===== src/rtl/riscv_prefetch_buffer_mo.sv =====
// Multi-outstanding instruction prefetch buffer: pipelined word fetches with FIFO slot
// reservation and stale-response dropping after redirects. Optional RISCV_PF_HWLP_EN.
module riscv_prefetch_buffer_mo #(
    parameter int unsigned DEPTH   = 4,
    parameter int unsigned MAX_OUT = 2
) (
    input  logic        clk,
    input  logic        rst_n,

    input  logic        req_i,
    input  logic        branch_i,
    input  logic [31:0] addr_i,
`ifdef RISCV_PF_HWLP_EN
    input  logic        hwloop_jump_i,
    input  logic [31:0] hwloop_target_i,
    output logic        is_hwlp_o,
`endif

    output logic        instr_req_o,
    input  logic        instr_gnt_i,
    output logic [31:0] instr_addr_o,
    input  logic        instr_rvalid_i,
    input  logic [31:0] instr_rdata_i,

    output logic        valid_o,
    input  logic        ready_i,
    output logic [31:0] rdata_o,
    output logic [31:0] addr_o,
    output logic        busy_o
);

    localparam int unsigned OutW = $clog2(MAX_OUT + 1);
    localparam int unsigned CntW = $clog2(DEPTH + 1);
    localparam int unsigned PtrW = (DEPTH > 1) ? $clog2(DEPTH) : 1;

    logic [OutW-1:0] out_q, out_d;
    logic [OutW-1:0] drop_q, drop_d;
    logic [CntW-1:0] cnt_q, cnt_d;
    logic [PtrW-1:0] rd_ptr_q, rd_ptr_d;
    logic [PtrW-1:0] wr_ptr_q, wr_ptr_d;
    logic [31:0]     fetch_addr_q, fetch_addr_d;
    logic [31:0]     resp_addr_q, resp_addr_d;
    logic            pend_q, pend_d;
    logic            run_q;

    logic [31:0]     data_q [DEPTH];
    logic [31:0]     eaddr_q [DEPTH];

    logic            redirect;
    logic [31:0]     target;
    logic [31:0]     live;
    logic [31:0]     occ;
    logic            issue_ok;
    logic            gnt_fire;
    logic            push;
    logic            pop;

    function automatic logic [PtrW-1:0] ptr_inc(input logic [PtrW-1:0] p);
        return (p == PtrW'(DEPTH - 1)) ? '0 : p + PtrW'(1);
    endfunction

    always_comb begin
        redirect = branch_i;
        target   = addr_i;
`ifdef RISCV_PF_HWLP_EN
        if (!branch_i && hwloop_jump_i) begin
            redirect = 1'b1;
            target   = hwloop_target_i;
        end
`endif
    end

    // In-flight requests already own a FIFO slot; a redirect frees every slot this cycle.
    assign live     = 32'(out_q) - 32'(drop_q);
    assign occ      = redirect ? 32'd0 : 32'(cnt_q);
    assign issue_ok = req_i & (32'(out_q) < MAX_OUT) & ((live + occ) < DEPTH);

    // run_q keeps the request low while reset is (or was just) asserted.
    assign instr_req_o  = run_q & (issue_ok | pend_q);
    assign instr_addr_o = redirect ? {target[31:2], 2'b00} : fetch_addr_q;
    assign gnt_fire     = instr_req_o & instr_gnt_i;

    assign valid_o = (cnt_q != '0);
    assign push    = instr_rvalid_i & ~redirect & (drop_q == '0);
    assign pop     = ready_i & valid_o & ~redirect;
    assign rdata_o = data_q[rd_ptr_q];
    assign addr_o  = eaddr_q[rd_ptr_q];
    assign busy_o  = (out_q != '0) | instr_req_o;

    always_comb begin
        out_d        = out_q + OutW'(gnt_fire) - OutW'(instr_rvalid_i);
        drop_d       = drop_q;
        cnt_d        = cnt_q;
        rd_ptr_d     = rd_ptr_q;
        wr_ptr_d     = wr_ptr_q;
        fetch_addr_d = fetch_addr_q;
        resp_addr_d  = resp_addr_q;
        pend_d       = instr_req_o & ~instr_gnt_i;

        if (gnt_fire) begin
            fetch_addr_d = instr_addr_o + 32'd4;
        end else if (redirect) begin
            fetch_addr_d = {target[31:2], 2'b00};
        end

        if (redirect) begin
            // Everything still outstanding belongs to the old stream.
            drop_d      = out_q - OutW'(instr_rvalid_i);
            cnt_d       = '0;
            rd_ptr_d    = '0;
            wr_ptr_d    = '0;
            resp_addr_d = target;
        end else begin
            if (instr_rvalid_i && (drop_q != '0)) begin
                drop_d = drop_q - OutW'(1);
            end
            if (push) begin
                wr_ptr_d    = ptr_inc(wr_ptr_q);
                resp_addr_d = {resp_addr_q[31:2], 2'b00} + 32'd4;
            end
            if (pop) begin
                rd_ptr_d = ptr_inc(rd_ptr_q);
            end
            case ({push, pop})
                2'b10:   cnt_d = cnt_q + CntW'(1);
                2'b01:   cnt_d = cnt_q - CntW'(1);
                default: cnt_d = cnt_q;
            endcase
        end
    end

    always_ff @(posedge clk or negedge rst_n) begin
        if (!rst_n) begin
            out_q        <= '0;
            drop_q       <= '0;
            cnt_q        <= '0;
            rd_ptr_q     <= '0;
            wr_ptr_q     <= '0;
            fetch_addr_q <= '0;
            resp_addr_q  <= '0;
            pend_q       <= 1'b0;
            run_q        <= 1'b0;
        end else begin
            out_q        <= out_d;
            drop_q       <= drop_d;
            cnt_q        <= cnt_d;
            rd_ptr_q     <= rd_ptr_d;
            wr_ptr_q     <= wr_ptr_d;
            fetch_addr_q <= fetch_addr_d;
            resp_addr_q  <= resp_addr_d;
            pend_q       <= pend_d;
            run_q        <= 1'b1;
        end
    end

    always_ff @(posedge clk or negedge rst_n) begin
        if (!rst_n) begin
            for (int i = 0; i < int'(DEPTH); i++) begin
                data_q[i]  <= '0;
                eaddr_q[i] <= '0;
            end
        end else if (push) begin
            data_q[wr_ptr_q]  <= instr_rdata_i;
            eaddr_q[wr_ptr_q] <= resp_addr_q;
        end
    end

`ifdef RISCV_PF_HWLP_EN
    logic hwlp_pend_q, hwlp_pend_d;
    logic hwlp_q [DEPTH];

    // Tags only the first surviving word after a hardware-loop jump.
    always_comb begin
        hwlp_pend_d = hwlp_pend_q;
        if (branch_i) begin
            hwlp_pend_d = 1'b0;
        end else if (hwloop_jump_i) begin
            hwlp_pend_d = 1'b1;
        end else if (push) begin
            hwlp_pend_d = 1'b0;
        end
    end

    always_ff @(posedge clk or negedge rst_n) begin
        if (!rst_n) begin
            hwlp_pend_q <= 1'b0;
            for (int i = 0; i < int'(DEPTH); i++) begin
                hwlp_q[i] <= 1'b0;
            end
        end else begin
            hwlp_pend_q <= hwlp_pend_d;
            if (push) begin
                hwlp_q[wr_ptr_q] <= hwlp_pend_q;
            end
        end
    end

    assign is_hwlp_o = valid_o & hwlp_q[rd_ptr_q];
`endif

endmodule

===== config.mk =====
export PLATFORM = sky130hd
export DESIGN_NAME = riscv_prefetch_buffer_mo
export DESIGN_NICKNAME = d
export VERILOG_FILES = /design/src/rtl/riscv_prefetch_buffer_mo.sv
export SDC_FILE = /design/constraint.sdc
export NUM_CORES = 1
export LEC_CHECK = 0
export ABC_AREA = 0
export CORE_UTILIZATION = 42
export DETAILED_ROUTE_END_ITERATION = 16
export GPL_ROUTABILITY_DRIVEN = 0
export PLACE_DENSITY_LB_ADDON = 0.1
export SYNTH_ARGS = -nofsm -noshare
export SYNTH_HDL_FRONTEND = slang
export SYNTH_SLANG_ARGS = --single-unit

===== constraint.sdc =====
create_clock -name clk -period 10.4 [get_ports clk]
set_input_delay 2.6 -clock clk [delete_from_list [all_inputs] [get_ports clk]]
set_output_delay 2.6 -clock clk [all_outputs]
set_load 0.005 [all_outputs]

After elaboration in Yosys (flattened, before gate mapping)
Index checks and enable logic that the tools add are counted.
Storage, ports and cells
  logic and storage cells: 88
  input port bits: 71
  flip-flop bits (word level): 333
  output and inout port bits: 99
Operators by class
  add/subtract/negate cells: 12
  equal/unequal tests: 4
  multiplexer cells: 25
  reduce and logical (&&, ||, !) cells: 10
  magnitude comparators: 5
  bitwise logic cells: 15
Operators with widths (count)
  $mux 32: 9
  $bwmux 128: 2
  $bmux 32 s2: 2
  $add 32x3->32 const B: 2
  $demux 32 s2: 1
  $lt 32x3->1 const B: 1
  $mux 2: 8
  $reduce_bool 2->1: 5
  $and 1x1->1: 9
  $eq 2x2->1 const B: 3
  $ge 3x3->1 const B: 2
  $mux 3: 2
  $not 2->3: 2
  $pmux 3 s2: 1
  $reduce_bool 3->1: 2
  $add 3x4->5: 1
  $add 2x1->2 const B: 2
  $sub 2x1->2: 2
  $add 3x1->3 const B: 1
  $lt 3x1->1 const B: 1
  $sub 2x2->3: 1
  $sub 3x1->3 const B: 1
  $add 2x1->2: 1
  $eq 2x1->1 const B: 1
  6 further kinds: 9

Logic depth before layout (Yosys ltp)
Gate-level depths: netlist (run 1).
  word-level depth: 9
  mapped depth: 16
  mapped depth without buffers: 14

Worst setup path after synthesis (run 1)
Ideal clock, no wire load.
  path type: input-to-output
  start: input branch_i
  end: output busy_o
  data arrival time: 4.802 ns
  slack: 2.998 ns
  path buffers: 5
  stages on the path: 11
  cells stage by stage: buf_6 buf_6 buf_2 clkbuf_1 nor2b_1 ha_1 and4bb_1 o221a_2 o211ai_2 buf_2 nand3_1
On the way
  cells in the longest elaborated chain, start to end: 7
RTL lines
  start, declared: RTL line 11  | input logic branch_i,
  $mux 3: RTL line 75  | assign occ = redirect ? 32'd0 : 32'(cnt_q);
  $add 3x4->5: RTL line 76  | assign issue_ok = req_i & (32'(out_q) < MAX_OUT) & ((live + occ) < DEPTH);
  $lt 32x3->1: RTL line 76
  $and 1x1->1: RTL line 76
  $or 1x1->1: RTL line 79  | assign instr_req_o = run_q & (issue_ok | pend_q);
  $and 1x1->1: RTL line 79
  $or 1x1->1: RTL line 88  | assign busy_o = (out_q != '0) | instr_req_o;
  end, declared: RTL line 29  | output logic busy_o
No other way between the ends.

Final worst setup path (run 1)
Same ends and word-level chain as after synthesis.

==> results.md, run 1 <==
* Critical Path Source Type: input port
* Hold_sp: eaddr_q[87]$_DFFE_PN0P_
* Clock root cell: clkbuf_16
* Worst min path class: reg -> reg
* Post-DRT Antenna Nets at 0
* Distinct cells, synth at 52
* Pwr Density at 232 nW/µm²
* CTS Buf Count at 38
* Worst-skew pair later-pin latency at 0.53 ns
* Nets at 1369
* Final slew viol count at 0
* Async set or reset register ratio after synthesis at 1.00
* Worst path required time at 7.80 ns
* Residual DRC at 0
* Setup bufs post-CTS at 0
* Ys Warns at 0
* CP arrival at 5.07 ns
* Hold slack at 0.481 ns
* Most common cell after layout, fill and taps aside: dfrtp_1
* Most used flip-flop cell after synthesis: dfrtp_1
* Clock Path Buffers at 3
* EDFF count, synth at 0
* Worst-path clk slew at 0.05 ns
* Fin. Hold Viols at 0
* Crit path to: busy_o
* Lkg Pwr at 8.66 nW
* First-pass GRT wire length at 57600 µm
* Reg2reg path depth at 14
* Post-DP HPWL at 22200 µm
* Initial core utilization at 0.427
* Status: complete, no violations
* Inserted Diodes at 0
* Clk sink count at 333
* Max-cap violations at 0
* Share of post-route cells with drive strength above 1 at 0.322
* Setup crit end kind: output port
* Least-Margin Pin Slew at 1.12 ns
* Global route overflow at 0
* Total wire length at 35400 µm
* Initial antenna violation count at 0
* Dpl cell area at 17700 µm²
* Area share of the largest cell type after synthesis at 0.533
* Site row count at 70
* WL/cell at 19.9 µm
* Area of the die at 38000 µm²
* Ranking of synthesized cells by area: dfrtp_1 (53%), mux2_2 (19%), mux4_2 (9.2%)
* Port bufs at 169
* Mapped cell area at 15600 µm²
* Final setup violation count at 0
* R2R Path End: out_q[1]$_DFF_PN0_
* FF-to-FF Start: out_q[0]$_DFF_PN0_
* Post-route setup TNS at 0 ns
* Resized cells post-CTS at 0
* Commonest non-fill, non-tap cells in the layout: dfrtp_1 (331), mux2_2 (257), clkdlybuf4s50_1 (167), nand2_1 (64), mux4_2 (64)
* DR iter-0 viols at 301
* Num ports at 170
* Clock Skew at 0.0133 ns
* Area grow syn2layout at 21.9%
* Critical setup path kind: in -> out
* Synthesized net count at 1222
* Worst vdd ir at 0.111 mV
* Chip Height at 195 µm
* Design area at 19000 µm²
* TritonCTS clock tree: built
* RSZ-0062 raised after global routing: no
* Rel. slew slack at 0.253
* Post-Syn Instances at 1135
* CP startpoint: branch_i
* Final min period at 7.67 ns
* Die width at 195 µm
* H-Tree Depth at 2
* Register area share after synthesis at 0.533
* Maximum clock frequency at 130 MHz
* Number of register bits inferred by synthesis at 333
* Via count at 9601
* Core area at 36600 µm²
* Setup slack, reg-to-reg at 7.19 ns
* Synth area leader: dfrtp_1
* Largest net degree at the start of global routing at 126
* Fin util at 0.520
* Cts hold-fix bufs at 0
* Number of global-route vias before repair at 10200
* Via-per-instance ratio at 5.40
* Period utilisation layout at 0.737
* GR Util All Layers at 0.193
* Syn_area_per_cell at 13.8 µm²
* CP max FO at 61
* Drt first pass iters at 4
[cell families (layout without fill, tap and decap cells)]
group	Yosys count	after routing	synth area share
and+or+nand+nor	197	197	0.0676
buffers and inverters	115	291	0.0324
adders and majority gates	16	16	0.0138
other	1	1	0.000240
AOI/OAI and AO/OA	74	74	0.0306
muxes	332	332	0.285
xor gates and xnor gates	67	67	0.0376
DFF	333	333	0.533
[critical path, cell delays in order]
cell and delay [ns]:
buf_4 0.52, nor2b_1 0.11, ha_1 0.28, and4bb_1 0.23
o221a_2 0.29, o211ai_2 0.16, buf_4 0.28, nand3_1 0.12
clkdlybuf4s50_1 0.45
[power breakdown]
group,leakage (nW),switching (mW),internal [mW]
logic,3.60,0.426,0.791
registers,4.39,0.195,1.57
clock network,0.671,0.525,0.906
[stage by stage]
stage | worst slack [ns] | power (mW) | std cells
floorplan | 3.00 | 2.42 | 1135
global placement | 2.78 | 3.01 | 1710
detailed placement | 2.73 | 3.03 | 1710
CTS | 2.72 | 4.49 | 1779
global route | 2.58 | 4.67 | 1779
finish | 2.73 | 4.41 | 1779
[sequential cells by signal, summed over array words and instances, names as in the netlist]
name / count
data_q: 128
run_q: 1
fetch_addr_q: 32
drop_q: 2
eaddr_q: 128
rd_ptr_q: 2
resp_addr_q: 32
out_q: 2
wr_ptr_q: 2
cnt_q: 3
pend_q: 1
[layer usage]
metal / global-route usage / wire [µm] / part of all wire / vias up
met5: 0 / 0 / 0 / -
li1: - / - / - / 4387
met3: 0.0420 / 1750 / 0.050 / 41
met1: 0.274 / 16800 / 0.47 / 4963
met2: 0.302 / 16300 / 0.46 / 210
met4: 0.0475 / 564 / 0.016 / 0
[cell type report]
class,count,area (µm²)
inverters,40,150
clock inverters,10,175
well taps,468,586
flip-flops and latches,333,8340
multi-input cells,687,6820
clock buffers,59,1180
fillers,3228,17600
repair buffers,182,1790
[synthesized netlist by cell type (all sizes together), types with 24 or more instances]
cell    number
buf         45
clkbuf      30
dfrtp      333
inv         40
mux2       257
mux4        64
nand2       68
nand3       25
nor2        26
o21ai       53
xnor2       24
xor2        43
[worst min path at each step]
stage	end	cells past startpoint
floorplan	eaddr_q[55]$_DFFE_PN0P_	2
global placement	eaddr_q[87]$_DFFE_PN0P_	2
detailed placement	eaddr_q[23]$_DFFE_PN0P_	2
CTS	eaddr_q[87]$_DFFE_PN0P_	2
global route	eaddr_q[87]$_DFFE_PN0P_	2
finish	eaddr_q[87]$_DFFE_PN0P_	2
Power figures use the tool's default switching activity.
==> run 2, diff against run 1 <==
- clock period: 10.4 -> 7.6 ns (I/O delays scaled with it)
==> run 2 against run 1 <==
Setup slack lost 1.4 ns. Die area is the same. Largest power group unchanged. Power grew 35%. Critical endpoint unchanged.
==> results.md, run 2 (synthesis results as in run 1) <==
* Status: complete, no violations
* Design area at 19000 µm² (-0.38%)
* Port bufs at 169 (unchanged)
* Dpl cell area at 17700 µm² (about the same)
* WL/cell at 19.8 µm (-0.20%)
* Cts hold-fix bufs at 0 (unchanged)
* Pwr Density at 313 nW/µm² (+35%)
* Post-route setup TNS at 0 ns (unchanged)
* Via-per-instance ratio at 5.33 (-1.2%)
* Hold slack at 0.477 ns (-0.00398 ns)
* First-pass GRT wire length at 58200 µm (+1.0%)
* Clock root cell: clkbuf_16
* Via count at 9472 (-1.3%)
* GR Util All Layers at 0.194 (+0.00105)
* Hold Path End: eaddr_q[87]$_DFFE_PN0P_
* Finished Layout Cells at 1777 (-0.11%)
* Worst-skew pair later-pin latency at 0.53 ns (about the same)
* Least-Margin Pin Slew at 1.00 ns (-0.120 ns)
* Setup slack, reg-to-reg at 4.36 ns (-2.83 ns)
* Largest net degree at the start of global routing at 164 (+30%)
* Post-DRT Antenna Nets at 0 (unchanged)
* TritonCTS clock tree: built
* Setup ws final at 1.33 ns (-1.40 ns)
* Hold depth at 2 (unchanged)
* Worst min path class: reg -> reg
* FF-to-FF Start: out_q[0]$_DFF_PN0_
* Total wire length at 35200 µm (-0.31%)
* Most common cell after layout, fill and taps aside: dfrtp_1
* Resized cells post-CTS at 0 (unchanged)
* Hold_sp: eaddr_q[87]$_DFFE_PN0P_
* Residual DRC at 0 (unchanged)
* Chip Height at 195 µm (unchanged)
* Worst vdd ir at 0.147 mV (+32%)
* Reg2reg path depth at 14 (unchanged)
* Inserted Diodes at 0 (unchanged)
* Critical Path Source Type: input port
* Clock Path Buffers at 3 (unchanged)
* Rel. slew slack at 0.333 (+0.0797)
* Setup bufs post-CTS at 0 (unchanged)
* Share of post-route cells with drive strength above 1 at 0.322 (about the same)
* Tot Pwr at 5.94 mW (+35%)
* Number of global-route vias before repair at 10300 (+0.40%)
* R2R Path End: out_q[1]$_DFF_PN0_
* Core area at 36600 µm² (unchanged)
* Site row count at 70 (unchanged)
* Max-cap violations at 0 (unchanged)
* Worst slack at placement at 1.34 ns (-1.39 ns)
* Num ports at 170 (unchanged)
* Clk sink count at 333 (unchanged)
* Initial antenna violation count at 0 (unchanged)
* Initial core utilization at 0.427 (unchanged)
* Final slew viol count at 0 (unchanged)
* DR iter-0 viols at 320 (+6.3%)
* Area grow syn2layout at 21.4%
* RSZ-0062 raised after global routing: no
* Global route overflow at 0 (unchanged)
* Final min period at 6.27 ns
* Fin util at 0.518 (-0.00198)
* Placed cell count at 1709 (-0.058%)
* CP arrival at 4.37 ns (-0.70 ns)
* Area of the die at 38000 µm² (unchanged)
* Fin. Hold Viols at 0 (unchanged)
* Commonest non-fill, non-tap cells in the layout: dfrtp_1 (331), mux2_2 (257), clkdlybuf4s50_1 (167), nand2_1 (64), mux4_2 (64)
* Die width at 195 µm (unchanged)
* CP max FO at 63 (+3.3%)
* Fillers at 3185 (-1.3%)
* Post-DP HPWL at 22300 µm (+0.67%)
* Maximum clock frequency at 160 MHz
* Lkg Pwr at 8.62 nW (-0.44%)
* H-Tree Depth at 2 (unchanged)
* Period utilisation layout at 0.825
* Nets at 1369 (unchanged)
* Clock Skew at 0.0160 ns (+0.00271 ns)
* Final setup violation count at 0 (unchanged)
* Regs by FF count: data_q (128), eaddr_q (128)
* CTS Buf Count at 39 (+2.6%)
* Worst-path clk slew at 0.05 ns (about the same)
* Drt first pass iters at 4 (unchanged)
* Critical setup path kind: in -> out
* Setup crit end kind: output port
* Worst path required time at 5.70 ns (-2.10 ns)
## run 2: worst max-delay path, stage by stage
cell	delay, ns
buf_4	0.52
nor2b_1	0.12
ha_1	0.29
and4bb_1	0.23
o221a_2	0.29
o211ai_2	0.16
buf_4	0.27
nand3_1	0.11
clkdlybuf4s50_1	0.45
## run 2: area by class of cell
class | count | area, µm² | area share
repair buffers | 181 | 1800 | 0.0947
clock buffers | 57 | 1170 | 0.0615
well taps | 468 | 586 | 0.0309
multi-input cells | 687 | 6820 | 0.359
inverters | 40 | 150 | 0.00792
flip-flops and latches | 333 | 8340 | 0.440
clock inverters | 11 | 115 | 0.00607
## run 2: worst max path at each step
stage	end	slack [ns]	start	depth (start not counted)
after floorplan	busy_o	1.60	branch_i	11
after global placement	busy_o	1.39	branch_i	9
after detailed placement	busy_o	1.34	branch_i	9
after CTS	busy_o	1.32	branch_i	9
after global routing	busy_o	1.16	branch_i	10
final	busy_o	1.33	branch_i	9
## run 2: metal layers
metal | global-route usage | share of wire | up-vias
met5 | 0 | 0 | -
li1 | - | - | 4371
met3 | 0.0423 | 0.050 | 42
met1 | 0.269 | 0.47 | 4869
met4 | 0.0464 | 0.016 | 0
met2 | 0.312 | 0.46 | 190
## run 2: where the power goes
part	leakage [nW]	internal, mW	switching (mW)
clock network	0.632	1.13	0.724
logic	3.60	1.08	0.585
registers	4.39	2.14	0.270
==> run 3, diff against run 2 <==
- clock period: 7.6 -> 5.61 ns (I/O delays scaled with it)
==> run 3 against run 2 <==
Wire length is 0.47% higher. Sequential share of layout area is 0.26 points lower. Register-to-register slack worse by 2.0 ns. Critical path depth is 1 lower. Non-clock buffer count is 4 higher. Die area stayed put. Critical path type unchanged. Highest routed layer unchanged.
==> results.md, run 3 (synthesis results as in run 1) <==
* Worst min path class: reg -> reg
* Setup ws final at 0.963 ns (-0.368 ns)
* Fin. Hold Viols at 0 (unchanged)
* Clock power share at 0.312 (about the same)
* Design area at 19100 µm² (+0.59%)
* Final setup violation count at 0 (unchanged)
* Worst vdd ir at 0.294 mV (+100%)
* Rel. slew slack at 0.280 (-0.0523)
* Commonest non-fill, non-tap cells in the layout: dfrtp_1 (331), mux2_2 (257), clkdlybuf4s50_1 (167), nand2_1 (64), mux4_2 (64)
* Number of global-route vias before repair at 10200 (-0.77%)
* Worst-skew pair later-pin latency at 0.54 ns (about the same)
* Inserted Diodes at 0 (unchanged)
* Total wire length at 35400 µm (+0.47%)
* Critical setup path kind: in -> out
* Setup crit end kind: output port
* Via-per-instance ratio at 5.36 (+0.52%)
* CP max stage delay at 0.45 ns (-0.07 ns)
* Worst path required time at 4.21 ns (-1.49 ns)
* Area of the multi-input gates at 6820 µm² (unchanged)
* Initial core utilization at 0.427 (unchanged)
* Finished Layout Cells at 1784 (+0.39%)
* Via count at 9559 (+0.92%)
* Clk sink count at 333 (unchanged)
* Global route overflow at 0 (unchanged)
* Setup bufs post-CTS at 0 (unchanged)
* CP Cell Sequence: buf_4 > nor2b_1 > ha_1 > and4bb_1 > o221a_2 > o211ai_2 > nand3_1 > clkdlybuf4s50_1
* Clock Path Buffers at 3 (unchanged)
* Clock root cell: clkbuf_16
* Num ports at 170 (unchanged)
* Die width at 195 µm (unchanged)
* Largest net degree at the start of global routing at 129 (-21%)
* Max-cap violations at 0 (unchanged)
* CP arrival at 3.24 ns (-1.13 ns)
* CP max stage cell: clkdlybuf4s50_1
* Maximum clock frequency at 215 MHz
* Sequential fraction of design power at 0.401 (-0.006)
* Period utilisation layout at 0.828
* CTS Buf Count at 39 (unchanged)
* Core area at 36600 µm² (unchanged)
* H-Tree Depth at 2 (unchanged)
* Power share of the combinational group at 0.287 (+0.006)
* CP max FO at 12 (-81%)
* Cts hold-fix bufs at 0 (unchanged)
* Post-DP HPWL at 22600 µm (+1.2%)
* P_int at 5.92 mW (+36%)
* Post-DRT Antenna Nets at 0 (unchanged)
* FF+latch area at 8340 µm² (unchanged)
* Placed cell count at 1713 (+0.23%)
* First-pass GRT wire length at 57300 µm (-1.4%)
* GR Util All Layers at 0.194 (-0.000311)
* Clock Skew at 0.0154 ns (-0.000621 ns)
* Area grow syn2layout at 22.1%
* Final min period at 4.65 ns
* Fillers at 3170 (-0.47%)
* Pwr Density at 422 nW/µm² (+35%)
* Chip Height at 195 µm (unchanged)
* Fin util at 0.521 (+0.00304)
* Hold slack at 0.473 ns (-0.00349 ns)
* WL/cell at 19.9 µm (about the same)
* Share of post-route cells with drive strength above 1 at 0.326 (+0.00437)
* Regs by FF count: data_q (128), eaddr_q (128)
* Port bufs at 169 (unchanged)
* Site row count at 70 (unchanged)
* Dpl cell area at 17800 µm² (+0.52%)
* Least-Margin Pin Slew at 1.08 ns (+0.0785 ns)
* DR iter-0 viols at 355 (+11%)
* Final slew viol count at 0 (unchanged)
* Initial antenna violation count at 0 (unchanged)
* Status: complete, no violations
* RSZ-0062 raised after global routing: no
* Critical Path Source Type: input port
* Residual DRC at 0 (unchanged)
* Psw at 2.14 mW (+36%)
* Worst-path clk slew at 0.06 ns (about the same)
* Lkg Pwr at 8.68 nW (+0.69%)
* Most common cell after layout, fill and taps aside: dfrtp_1
* Switching share of power at 0.266 (about the same)
* Drt first pass iters at 4 (unchanged)
* TritonCTS clock tree: built
* Tot Pwr at 8.06 mW (+36%)
* Post-route setup TNS at 0 ns (unchanged)
* Nets at 1373 (+0.29%)
* Worst slack at placement at 0.958 ns (-0.378 ns)
* Resized cells post-CTS at 0 (unchanged)
* Area of the die at 38000 µm² (unchanged)
run 3: cell types whose count changed in the layout (fill, tap and decap cells not counted), moves of 2 or more:
| cell | before | now |
|---|---|---|
| clkbuf_8 | 8 | 11 |
| clkinv_4 | 2 | 0 |
| clkinv_2 | 6 | 8 |
| buf_12 | 1 | 6 |
run 3: critical path, delay by kind of cell:
kind	cells	cell delay, ns
buffers and inverters	2	0.61
AND/OR/NAND/NOR	3	0.48
AO/OA/AOI/OAI	2	0.50
adder cells (fa/ha/maj)	1	0.24
run 3: area by class of cell:
class	count	area share
clock buffers	59	0.0631
inverters	40	0.00787
multi-input cells	687	0.357
repair buffers	185	0.0990
flip-flops and latches	333	0.437
clock inverters	12	0.00505
well taps	468	0.0307
run 3: path summary, 6_finish.rpt:
kind | start | endpoint | slack (ns) | cells after the start
min reg2reg | eaddr_q[23]$_DFFE_PN0P_ | eaddr_q[23]$_DFFE_PN0P_ | 0.47 | 2
min in group asynchronous | rst_n | data_q[29]$_DFFE_PN0P_ | 0.90 | 1
max reg2reg | out_q[0]$_DFF_PN0_ | out_q[1]$_DFF_PN0_ | 2.39 | 14
min | eaddr_q[23]$_DFFE_PN0P_ | eaddr_q[23]$_DFFE_PN0P_ | 0.47 | 2
max | branch_i | busy_o | 0.96 | 8
max in group asynchronous | rst_n | eaddr_q[73]$_DFFE_PN0P_ | 3.50 | 2
run 3: layer usage:
metal  up-vias  global-route usage  share of wire
met2       199               0.303           0.46
li1       4378                   -              -
met3        50              0.0462          0.054
met4         0              0.0607          0.021
met1      4932               0.267           0.47
met5         -                   0              0
run 3: power groups by stage:
| stage | registers [mW] | clock network [mW] | logic [mW] |
|---|---|---|---|
| 2_1_floorplan | 3.12 | 0 | 1.37 |
| 3_3_place_gp | 3.26 | 0 | 2.34 |
| 3_5_place_dp | 3.28 | 0 | 2.36 |
| 4_1_cts | 3.24 | 2.62 | 2.37 |
| 5_1_grt | 3.31 | 2.70 | 2.51 |
| 6_report | 3.23 | 2.52 | 2.31 |
